### src/rtl/dmem_arbiter_if.sv
// Bundle of requester-side (A pipeline, B debug/preload) and dmem-side signals.
// Latency: none, wiring only.
// Backpressure: carried by a_gnt/b_gnt/a_stall; requesters hold req until granted.
interface dmem_arbiter_if #(
    parameter int N = 64
);
    // Port A: pipeline MEM stage
    logic         a_req;
    logic         a_we;
    logic [N-1:0] a_addr;
    logic [N-1:0] a_wdata;
    logic         a_gnt;
    logic         a_stall;
    logic [N-1:0] a_rdata;
    logic         a_rvalid;

    // Port B: debug/preload engine with burst ownership
    logic         b_req;
    logic         b_we;
    logic [N-1:0] b_addr;
    logic [N-1:0] b_wdata;
    logic         b_burst;
    logic         b_last;
    logic         b_gnt;
    logic [N-1:0] b_rdata;
    logic         b_rvalid;
    logic [7:0]   b_wait_cnt;

    // dmem side
    logic         mem_we;
    logic         mem_re;
    logic [N-1:0] mem_addr;
    logic [N-1:0] mem_wdata;
    logic [N-1:0] mem_rdata;

    // Requesters plus the memory itself
    modport master (
        output a_req, a_we, a_addr, a_wdata,
        input  a_gnt, a_stall, a_rdata, a_rvalid,
        output b_req, b_we, b_addr, b_wdata, b_burst, b_last,
        input  b_gnt, b_rdata, b_rvalid, b_wait_cnt,
        input  mem_we, mem_re, mem_addr, mem_wdata,
        output mem_rdata
    );

    // The arbiter
    modport slave (
        input  a_req, a_we, a_addr, a_wdata,
        output a_gnt, a_stall, a_rdata, a_rvalid,
        input  b_req, b_we, b_addr, b_wdata, b_burst, b_last,
        output b_gnt, b_rdata, b_rvalid, b_wait_cnt,
        output mem_we, mem_re, mem_addr, mem_wdata,
        input  mem_rdata
    );
endinterface

### src/rtl/dmem_arbiter.sv
// Two-requester arbiter for single-port dmem: pipeline (A) vs debug/preload bursts (B).
// Latency: grant/mem drive combinational; load data + rvalid one cycle after grant.
// Backpressure: A stalls when denied; B holds req; DMEM_ARB_FAIRNESS_EN bounds B starvation.
module dmem_arbiter #(
    parameter int N        = 64,
    parameter int MAX_WAIT = 8
) (
    input logic           clk,
    input logic           reset,
    dmem_arbiter_if.slave bus
);

    typedef enum logic {
        IDLE    = 1'b0,
        B_BURST = 1'b1
    } state_t;

    state_t     r_state;
    state_t     w_next_state;
    logic       w_a_gnt;
    logic       w_b_gnt;
    logic       w_force_b;
    logic [7:0] w_wait_cnt;

    logic [N-1:0] r_a_rdata;
    logic [N-1:0] r_b_rdata;
    logic         r_a_rvalid;
    logic         r_b_rvalid;

`ifdef DMEM_ARB_FAIRNESS_EN
    logic [7:0] r_wait_cnt;

    // Starvation counter: counts refused B cycles, saturates, clears on any B grant
    always_ff @(posedge clk or negedge reset) begin
        if (!reset) begin
            r_wait_cnt <= 8'd0;
        end else if (w_b_gnt) begin
            r_wait_cnt <= 8'd0;
        end else if (bus.b_req && (r_wait_cnt != 8'hFF)) begin
            r_wait_cnt <= r_wait_cnt + 8'd1;
        end
    end

    assign w_wait_cnt = r_wait_cnt;
    assign w_force_b  = bus.b_req && (r_wait_cnt >= 8'(MAX_WAIT));
`else
    // Strict A priority: no counter, MAX_WAIT only feeds a lint sink
    logic [7:0] w_unused_max_wait;
    assign w_unused_max_wait = 8'(MAX_WAIT);
    assign w_wait_cnt        = 8'd0;
    assign w_force_b         = 1'b0;
`endif

    // State register; reset abandons any burst in progress
    always_ff @(posedge clk or negedge reset) begin
        if (!reset) begin
            r_state <= IDLE;
        end else begin
            r_state <= w_next_state;
        end
    end

    // Grant decision and next state; a burst only ends on a granted last beat
    always_comb begin
        w_next_state = r_state;
        w_a_gnt      = 1'b0;
        w_b_gnt      = 1'b0;
        case (r_state)
            IDLE: begin
                if (bus.a_req && !w_force_b) begin
                    w_a_gnt = 1'b1;
                end else if (bus.b_req) begin
                    w_b_gnt = 1'b1;
                    if (bus.b_burst && !bus.b_last) begin
                        w_next_state = B_BURST;
                    end
                end
            end
            B_BURST: begin
                w_b_gnt = bus.b_req;
                if (bus.b_req && bus.b_last) begin
                    w_next_state = IDLE;
                end
            end
            default: begin
                w_next_state = IDLE;
            end
        endcase
    end

    // Memory port mux: granted requester drives, otherwise everything parks at zero
    always_comb begin
        bus.mem_we    = 1'b0;
        bus.mem_re    = 1'b0;
        bus.mem_addr  = {N{1'b0}};
        bus.mem_wdata = {N{1'b0}};
        if (w_a_gnt) begin
            bus.mem_we    = bus.a_we;
            bus.mem_re    = ~bus.a_we;
            bus.mem_addr  = bus.a_addr;
            bus.mem_wdata = bus.a_wdata;
        end else if (w_b_gnt) begin
            bus.mem_we    = bus.b_we;
            bus.mem_re    = ~bus.b_we;
            bus.mem_addr  = bus.b_addr;
            bus.mem_wdata = bus.b_wdata;
        end
    end

    // Port A read return: capture on granted load, data held until the next load
    always_ff @(posedge clk or negedge reset) begin
        if (!reset) begin
            r_a_rdata  <= {N{1'b0}};
            r_a_rvalid <= 1'b0;
        end else begin
            r_a_rvalid <= w_a_gnt && !bus.a_we;
            if (w_a_gnt && !bus.a_we) begin
                r_a_rdata <= bus.mem_rdata;
            end
        end
    end

    // Port B read return: same scheme as port A
    always_ff @(posedge clk or negedge reset) begin
        if (!reset) begin
            r_b_rdata  <= {N{1'b0}};
            r_b_rvalid <= 1'b0;
        end else begin
            r_b_rvalid <= w_b_gnt && !bus.b_we;
            if (w_b_gnt && !bus.b_we) begin
                r_b_rdata <= bus.mem_rdata;
            end
        end
    end

    assign bus.a_gnt      = w_a_gnt;
    assign bus.a_stall    = bus.a_req & ~w_a_gnt;
    assign bus.a_rdata    = r_a_rdata;
    assign bus.a_rvalid   = r_a_rvalid;
    assign bus.b_gnt      = w_b_gnt;
    assign bus.b_rdata    = r_b_rdata;
    assign bus.b_rvalid   = r_b_rvalid;
    assign bus.b_wait_cnt = w_wait_cnt;

endmodule

### src/flat_wrapper.sv
// flat-port wrapper written by rule: the top's interface ports become plain ports
module dmem_arbiter_flat 
#(
    parameter int N        = 64,
    parameter int MAX_WAIT = 8
)
  (clk, reset, bus_a_req, bus_a_we, bus_a_addr, bus_a_wdata, bus_a_gnt, bus_a_stall, bus_a_rdata, bus_a_rvalid, bus_b_req, bus_b_we, bus_b_addr, bus_b_wdata, bus_b_burst, bus_b_last, bus_b_gnt, bus_b_rdata, bus_b_rvalid, bus_b_wait_cnt, bus_mem_we, bus_mem_re, bus_mem_addr, bus_mem_wdata, bus_mem_rdata);
  dmem_arbiter_if #(.N(N)) bus_i ();
  input logic clk;
  input logic reset;
  input wire logic [$bits(bus_i.a_req)-1:0] bus_a_req;
  input wire logic [$bits(bus_i.a_we)-1:0] bus_a_we;
  input wire logic [$bits(bus_i.a_addr)-1:0] bus_a_addr;
  input wire logic [$bits(bus_i.a_wdata)-1:0] bus_a_wdata;
  output wire logic [$bits(bus_i.a_gnt)-1:0] bus_a_gnt;
  output wire logic [$bits(bus_i.a_stall)-1:0] bus_a_stall;
  output wire logic [$bits(bus_i.a_rdata)-1:0] bus_a_rdata;
  output wire logic [$bits(bus_i.a_rvalid)-1:0] bus_a_rvalid;
  input wire logic [$bits(bus_i.b_req)-1:0] bus_b_req;
  input wire logic [$bits(bus_i.b_we)-1:0] bus_b_we;
  input wire logic [$bits(bus_i.b_addr)-1:0] bus_b_addr;
  input wire logic [$bits(bus_i.b_wdata)-1:0] bus_b_wdata;
  input wire logic [$bits(bus_i.b_burst)-1:0] bus_b_burst;
  input wire logic [$bits(bus_i.b_last)-1:0] bus_b_last;
  output wire logic [$bits(bus_i.b_gnt)-1:0] bus_b_gnt;
  output wire logic [$bits(bus_i.b_rdata)-1:0] bus_b_rdata;
  output wire logic [$bits(bus_i.b_rvalid)-1:0] bus_b_rvalid;
  output wire logic [$bits(bus_i.b_wait_cnt)-1:0] bus_b_wait_cnt;
  output wire logic [$bits(bus_i.mem_we)-1:0] bus_mem_we;
  output wire logic [$bits(bus_i.mem_re)-1:0] bus_mem_re;
  output wire logic [$bits(bus_i.mem_addr)-1:0] bus_mem_addr;
  output wire logic [$bits(bus_i.mem_wdata)-1:0] bus_mem_wdata;
  input wire logic [$bits(bus_i.mem_rdata)-1:0] bus_mem_rdata;
  assign bus_i.a_req = bus_a_req;
  assign bus_i.a_we = bus_a_we;
  assign bus_i.a_addr = bus_a_addr;
  assign bus_i.a_wdata = bus_a_wdata;
  assign bus_a_gnt = bus_i.a_gnt;
  assign bus_a_stall = bus_i.a_stall;
  assign bus_a_rdata = bus_i.a_rdata;
  assign bus_a_rvalid = bus_i.a_rvalid;
  assign bus_i.b_req = bus_b_req;
  assign bus_i.b_we = bus_b_we;
  assign bus_i.b_addr = bus_b_addr;
  assign bus_i.b_wdata = bus_b_wdata;
  assign bus_i.b_burst = bus_b_burst;
  assign bus_i.b_last = bus_b_last;
  assign bus_b_gnt = bus_i.b_gnt;
  assign bus_b_rdata = bus_i.b_rdata;
  assign bus_b_rvalid = bus_i.b_rvalid;
  assign bus_b_wait_cnt = bus_i.b_wait_cnt;
  assign bus_mem_we = bus_i.mem_we;
  assign bus_mem_re = bus_i.mem_re;
  assign bus_mem_addr = bus_i.mem_addr;
  assign bus_mem_wdata = bus_i.mem_wdata;
  assign bus_i.mem_rdata = bus_mem_rdata;
  dmem_arbiter #(.N(N), .MAX_WAIT(MAX_WAIT)) u_core (.clk(clk), .reset(reset), .bus(bus_i));
endmodule
### config.mk
export PLATFORM = sky130hd
export DESIGN_NAME = dmem_arbiter_flat
export DESIGN_NICKNAME = d
export VERILOG_FILES = /design/src/rtl/dmem_arbiter_if.sv /design/src/rtl/dmem_arbiter.sv /design/src/flat_wrapper.sv
export SDC_FILE = /design/constraint.sdc
export NUM_CORES = 1
export LEC_CHECK = 0
export BUFFER_PORTS_ARGS = -buffer_cell sky130_fd_sc_hd__buf_2
export CORE_AREA = 2 2 236 238
export DETAILED_ROUTE_END_ITERATION = 6
export DIE_AREA = 0 0 238 240
export PLACE_DENSITY = 0.38
export SETUP_SLACK_MARGIN = 0.4
export SLEW_MARGIN = 10
export SYNTH_ARGS = -nofsm -noshare
export SYNTH_HDL_FRONTEND = slang
export SYNTH_SLANG_ARGS = --single-unit
### constraint.sdc
create_clock -name clk -period 1.85 [get_ports clk]
set_input_delay 0.2775 -clock clk [delete_from_list [all_inputs] [get_ports clk]]
set_output_delay 0.2775 -clock clk [all_outputs]
set_load 0.05 [all_outputs]
---- Word level (Yosys, flattened, before mapping) ----
Index checks and enable logic that the tools add are counted.
storage, ports and cells
  register bits ........................... 131
  output and inout bits ................... 271
  word-level logic and storage cells ...... 35
operators by class
  multiplexer cells ....................... 18
  bitwise operators ....................... 5
  reductions and logical operators ........ 7
operator list
  cell                                count
  64-bit 2-to-1 mux                   4
  1-bit 2-to-1 mux                    12
  1-bit logical AND                   4
  1-bit NOT                           4
  1-bit case mux with 2 select lines  2
  1-bit logical NOT                   3
  1-bit bitwise AND                   1

---- Longest topological paths before layout ----
  depth in word-level cells ............... 6
  mapped depth ............................ 7
  mapped depth without buffers ............ 4

---- Worst setup path after synthesis ----
OpenSTA, ideal clock, no wires.
  path kind ............................... register -> output
  from .................................... register u_core.r_state
  to ...................................... output port bus_mem_re
  data arrival time ....................... 2.060 ns
  slack ................................... -0.487 ns
  stages on the path, launching flop included .. 6
  path buffers ............................ 3
  cell sequence ........................... dfrtp_1 > nand2b_1 > buf_4 > buf_2 > buf_2 > o21ai_0
on the way
  cells in the longest elaborated chain, start to end .. 4
RTL lines
  item                                RTL line             RTL
  start: declaration                  dmem_arbiter.sv:18   state_t r_state;
  start signal: assignment            dmem_arbiter.sv:59   r_state <= w_next_state;
  1-bit NOT                           --
  1-bit case mux with 2 select lines  dmem_arbiter.sv:68   case (r_state)
  1-bit 2-to-1 mux                    dmem_arbiter.sv:102  end else if (w_b_gnt) begin
  1-bit 2-to-1 mux *                  dmem_arbiter.sv:97   if (w_a_gnt) begin
  end: declaration                    flat_wrapper.sv:30   output wire logic [$bits(bus_i.mem_re)-1:0] bus_mem_re;
Mark *: on every way between the ends. The rest lies on a longest branch, timed or not.

---- Worst setup path in the final report ----
  from .................................... register u_core.r_state
  to ...................................... output port bus_mem_wdata[6]
on the way
  cells in the longest elaborated chain, start to end .. 4
RTL lines
  item                                RTL line             RTL
  1-bit NOT                           --
  1-bit case mux with 2 select lines  dmem_arbiter.sv:68
  64-bit 2-to-1 mux                   dmem_arbiter.sv:102
  64-bit 2-to-1 mux *                 dmem_arbiter.sv:97
  end: declaration                    flat_wrapper.sv:32   output wire logic [$bits(bus_i.mem_wdata)-1:0] bus_mem_wdata;
Marks and branches as above.

==> results by group <==
Outcome
  – Outcome: finished with violations
  – Failing checks: negative setup slack

Global routing
  – Vias in the first global route: 8325
  – Gr usage total: 0.1481
  – GRT overflow: 0
  – First-pass GRT wire length: 59.86 mm
  – Largest net degree at the start of global routing: 51
  – Initial antenna violation count: 17

Critical path
  – Required @ worst endpoint: 1.57 ns
  – Critical path data arrival time: 1.81 ns
  – Worst path slowest cell: dfrtp_1
  – Worst stage delay on the critical path: 0.38 ns
  – Cells along the critical path: nand2b_4, buf_12, inv_16, buf_12, clkbuf_16, nand2_1, nand2_2, buf_8
  – Worst-path fanout max: 6
  – Setup crit end kind: output port
  – CP dominant cell by count: buf_12
  – CP Class: reg2out
  – Crit path launch type: register

Synth
  – Syn Area/Cell: 9.545 sq um
  – Yosys reg bits: 131
  – Prevailing post-synth register cell: dfrtp_1
  – Syn Std Cell Area: 6910 sq um
  – Most common cell in the synthesized netlist: nand2_1
  – Post-synth top cells: nand2_1, dfrtp_1, nand3_1
  – Post-Syn Instances: 724
  – Synth area leader: dfrtp_1
  – Post-synth EDFFs: 0
  – Yosys cell types: 19
  – Synth top area cells: dfrtp_1, mux2_2, nand2_1, nand3_1, mux2_4
  – Post-synth top area share: 0.4744
  – Sequential fraction of the synthesis area: 0.4744
  – Post-synthesis async set-or-reset flop share: 1.000
  – Warnings from Yosys: 0

Placement
  – IO Port Bufs: 590
  – DP Worst Slack: 0.01023 ns
  – Placed Cells: 1995
  – Detail Placement HPWL: 34.47 mm
  – Post-DP Area: 11920 sq um
  – Gp weighted congestion: 0.8817

STA
  – Clock skew: 0.009406 ns
  – Worst Setup Slack, final: -0.2368 ns
  – Final setup fails: 214
  – Minimum clock period: 2.087 ns
  – Count of final hold-check violations: 0
  – Crit share post-route: 1.128
  – Hold Slack: 0.09075 ns
  – FMAX: 0.4792 GHz
  – RSZ-0062 raised after global routing: true
  – Final Max Tran Viols: 0

Pwr
  – Int Power: 8.738 mW
  – Comb pwr share: 0.535
  – Switch Pwr: 7.016 mW
  – Clock power frac: 0.225
  – Power density over cell area: 988.3 nW/um^2
  – Seq pwr share: 0.240
  – Peak supply drop: 503.9 uV
  – Leakage power: 8.115 nW
  – Switching Share: 0.4453

Die
  – Initial core utilization: 0.1264
  – Core area: 54660 sq um
  – Ports: 599
  – Die area: 57120 sq um
  – Site Rows: 86
  – Die Width: 238 microns
  – Die Ht: 240 microns

Cells and area
  – Multi-input logic area: 4916 sq um
  – Final nets: 1694
  – Syn-to-layout area delta: 130.7%
  – Design area: 15940 sq um
  – Finished Layout Cells: 2089
  – Storage element area: 3278 sq um
  – Final Util: 0.2916
  – Ratio of cells with drive above 1 in the final layout: 0.7875
  – # fillers: 5777

Route
  – DRC Markers: 0
  – Vias per cell: 3.855
  – DR vias: 8054
  – DRT iter0 DRCs: 310
  – Routed WL: 46.53 mm
  – WL per Instance: 22.27 microns
  – Drt pass-1 iters: 4
  – Final ANT Viol Nets: 0

Clock network
  – H-Tree Depth: 4
  – CTS buffer count: 17
  – CTS tree: yes
  – CTS Buffer Depth: 2
  – Worst-skew pair later-pin latency: 0.43 ns
  – Reg clk slew, reported paths: 0.06 ns
  – # clock sinks: 131
  – Clock root cell: clkbuf_16

Run
  – MaxCap Viol Count: 0

Min path
  – Min-delay worst type: in2reg
==> final cells by class <==
cell class              count  area share
well taps                 704     0.05526
diodes                      6   0.0009419
inverters                   3    0.001727
multi-input cells         531      0.3084
repair inverters            2    0.002041
clock inverters            14     0.01115
clock buffers              18     0.02755
repair buffers            680      0.3873
flip-flops and latches    131      0.2057
==> power by group through the flow <==
stage | registers [mW] | logic, mW | clock network, mW
after floorplan | 5.92 | 2.41 | 0
after global placement | 3.81 | 6.96 | 0
after detailed placement | 3.82 | 6.96 | 0
after CTS | 3.78 | 7.84 | 3.67
after global routing | 3.86 | 8.75 | 3.78
final | 3.79 | 8.43 | 3.54
==> critical path, delay by kind of cell (launching register included) <==
kind / cells / cell delay, ns
buf+inv: 5 / 0.70
flops: 1 / 0.38
simple gates: 3 / 0.28
==> kinds of logic (layout without fill, tap and decap cells) <==
group | after synthesis | count (layout) | share of synthesized area
simple gates | 392 | 392 | 0.2388
flops | 131 | 131 | 0.4744
mux | 128 | 128 | 0.2292
buf+inv | 69 | 717 | 0.05468
compound gates | 3 | 3 | 0.002353
other cells | 1 | 14 | 0.0005427
==> per-stage QoR <==
step | power (mW) | setup TNS [ns]
detailed placement | 10.78 | 0
CTS | 15.29 | -34.05
floorplan | 8.333 | 0
global route | 16.40 | -45.69
finish | 15.75 | -25.43
global placement | 10.76 | 0
==> sequential cells by signal (all words and copies together) (netlist names) <==
name and count:
u_core.r_state 1, u_core.bus.a_rvalid 1, u_core.bus.a_rdata 64, u_core.bus.b_rdata 64, u_core.bus.b_rvalid 1
==> placed cells by master, fill, tap and decap left out, drive strengths merged, types with 6 or more instances in the layout <==
cell and n:
inv 7, diode 6, mux2 128, dfrtp 131
clkbuf 30, conb 8, nand2 258, clkinv 8
buf 665, nand3 129
==> timing repair <==
| item | CTS | global route |
|---|---|---|
| setup endpoints to repair | 261 | 263 |
| hold endpoints to repair | 27 | 0 |
| cloned | 17 | 15 |
| hold buffers | 2 | 0 |
| setup buffers | 12 | 10 |
| resized for setup | 352 | 283 |
| pin swaps | 32 | 77 |
==> per-layer routing <==
layer | share of wire | GRT usage | vias up
li1 | - | - | 3714
met1 | 0.37 | 0.1612 | 3853
met2 | 0.50 | 0.2578 | 401
met3 | 0.082 | 0.05052 | 68
met4 | 0.040 | 0.07178 | 18
met5 | 0.0027 | 0 | -
==> worst paths after layout <==
check,slack (ns),end,depth (start not counted),startpoint
hold reg to reg,0.50,u_core.bus.a_rdata[3],1,u_core.bus.a_rdata[3]
setup / recovery,-0.24,bus_mem_wdata[6],8,u_core.r_state
max in group asynchronous,0.96,u_core.bus.a_rdata[54],3,reset
setup reg to reg,-0.07,u_core.bus.b_rdata[22],9,u_core.r_state
min in group asynchronous,0.30,u_core.bus.a_rdata[25],2,reset
hold / removal,0.09,u_core.bus.b_rdata[53],2,bus_mem_rdata[53]
Power figures use the tool's default switching activity.
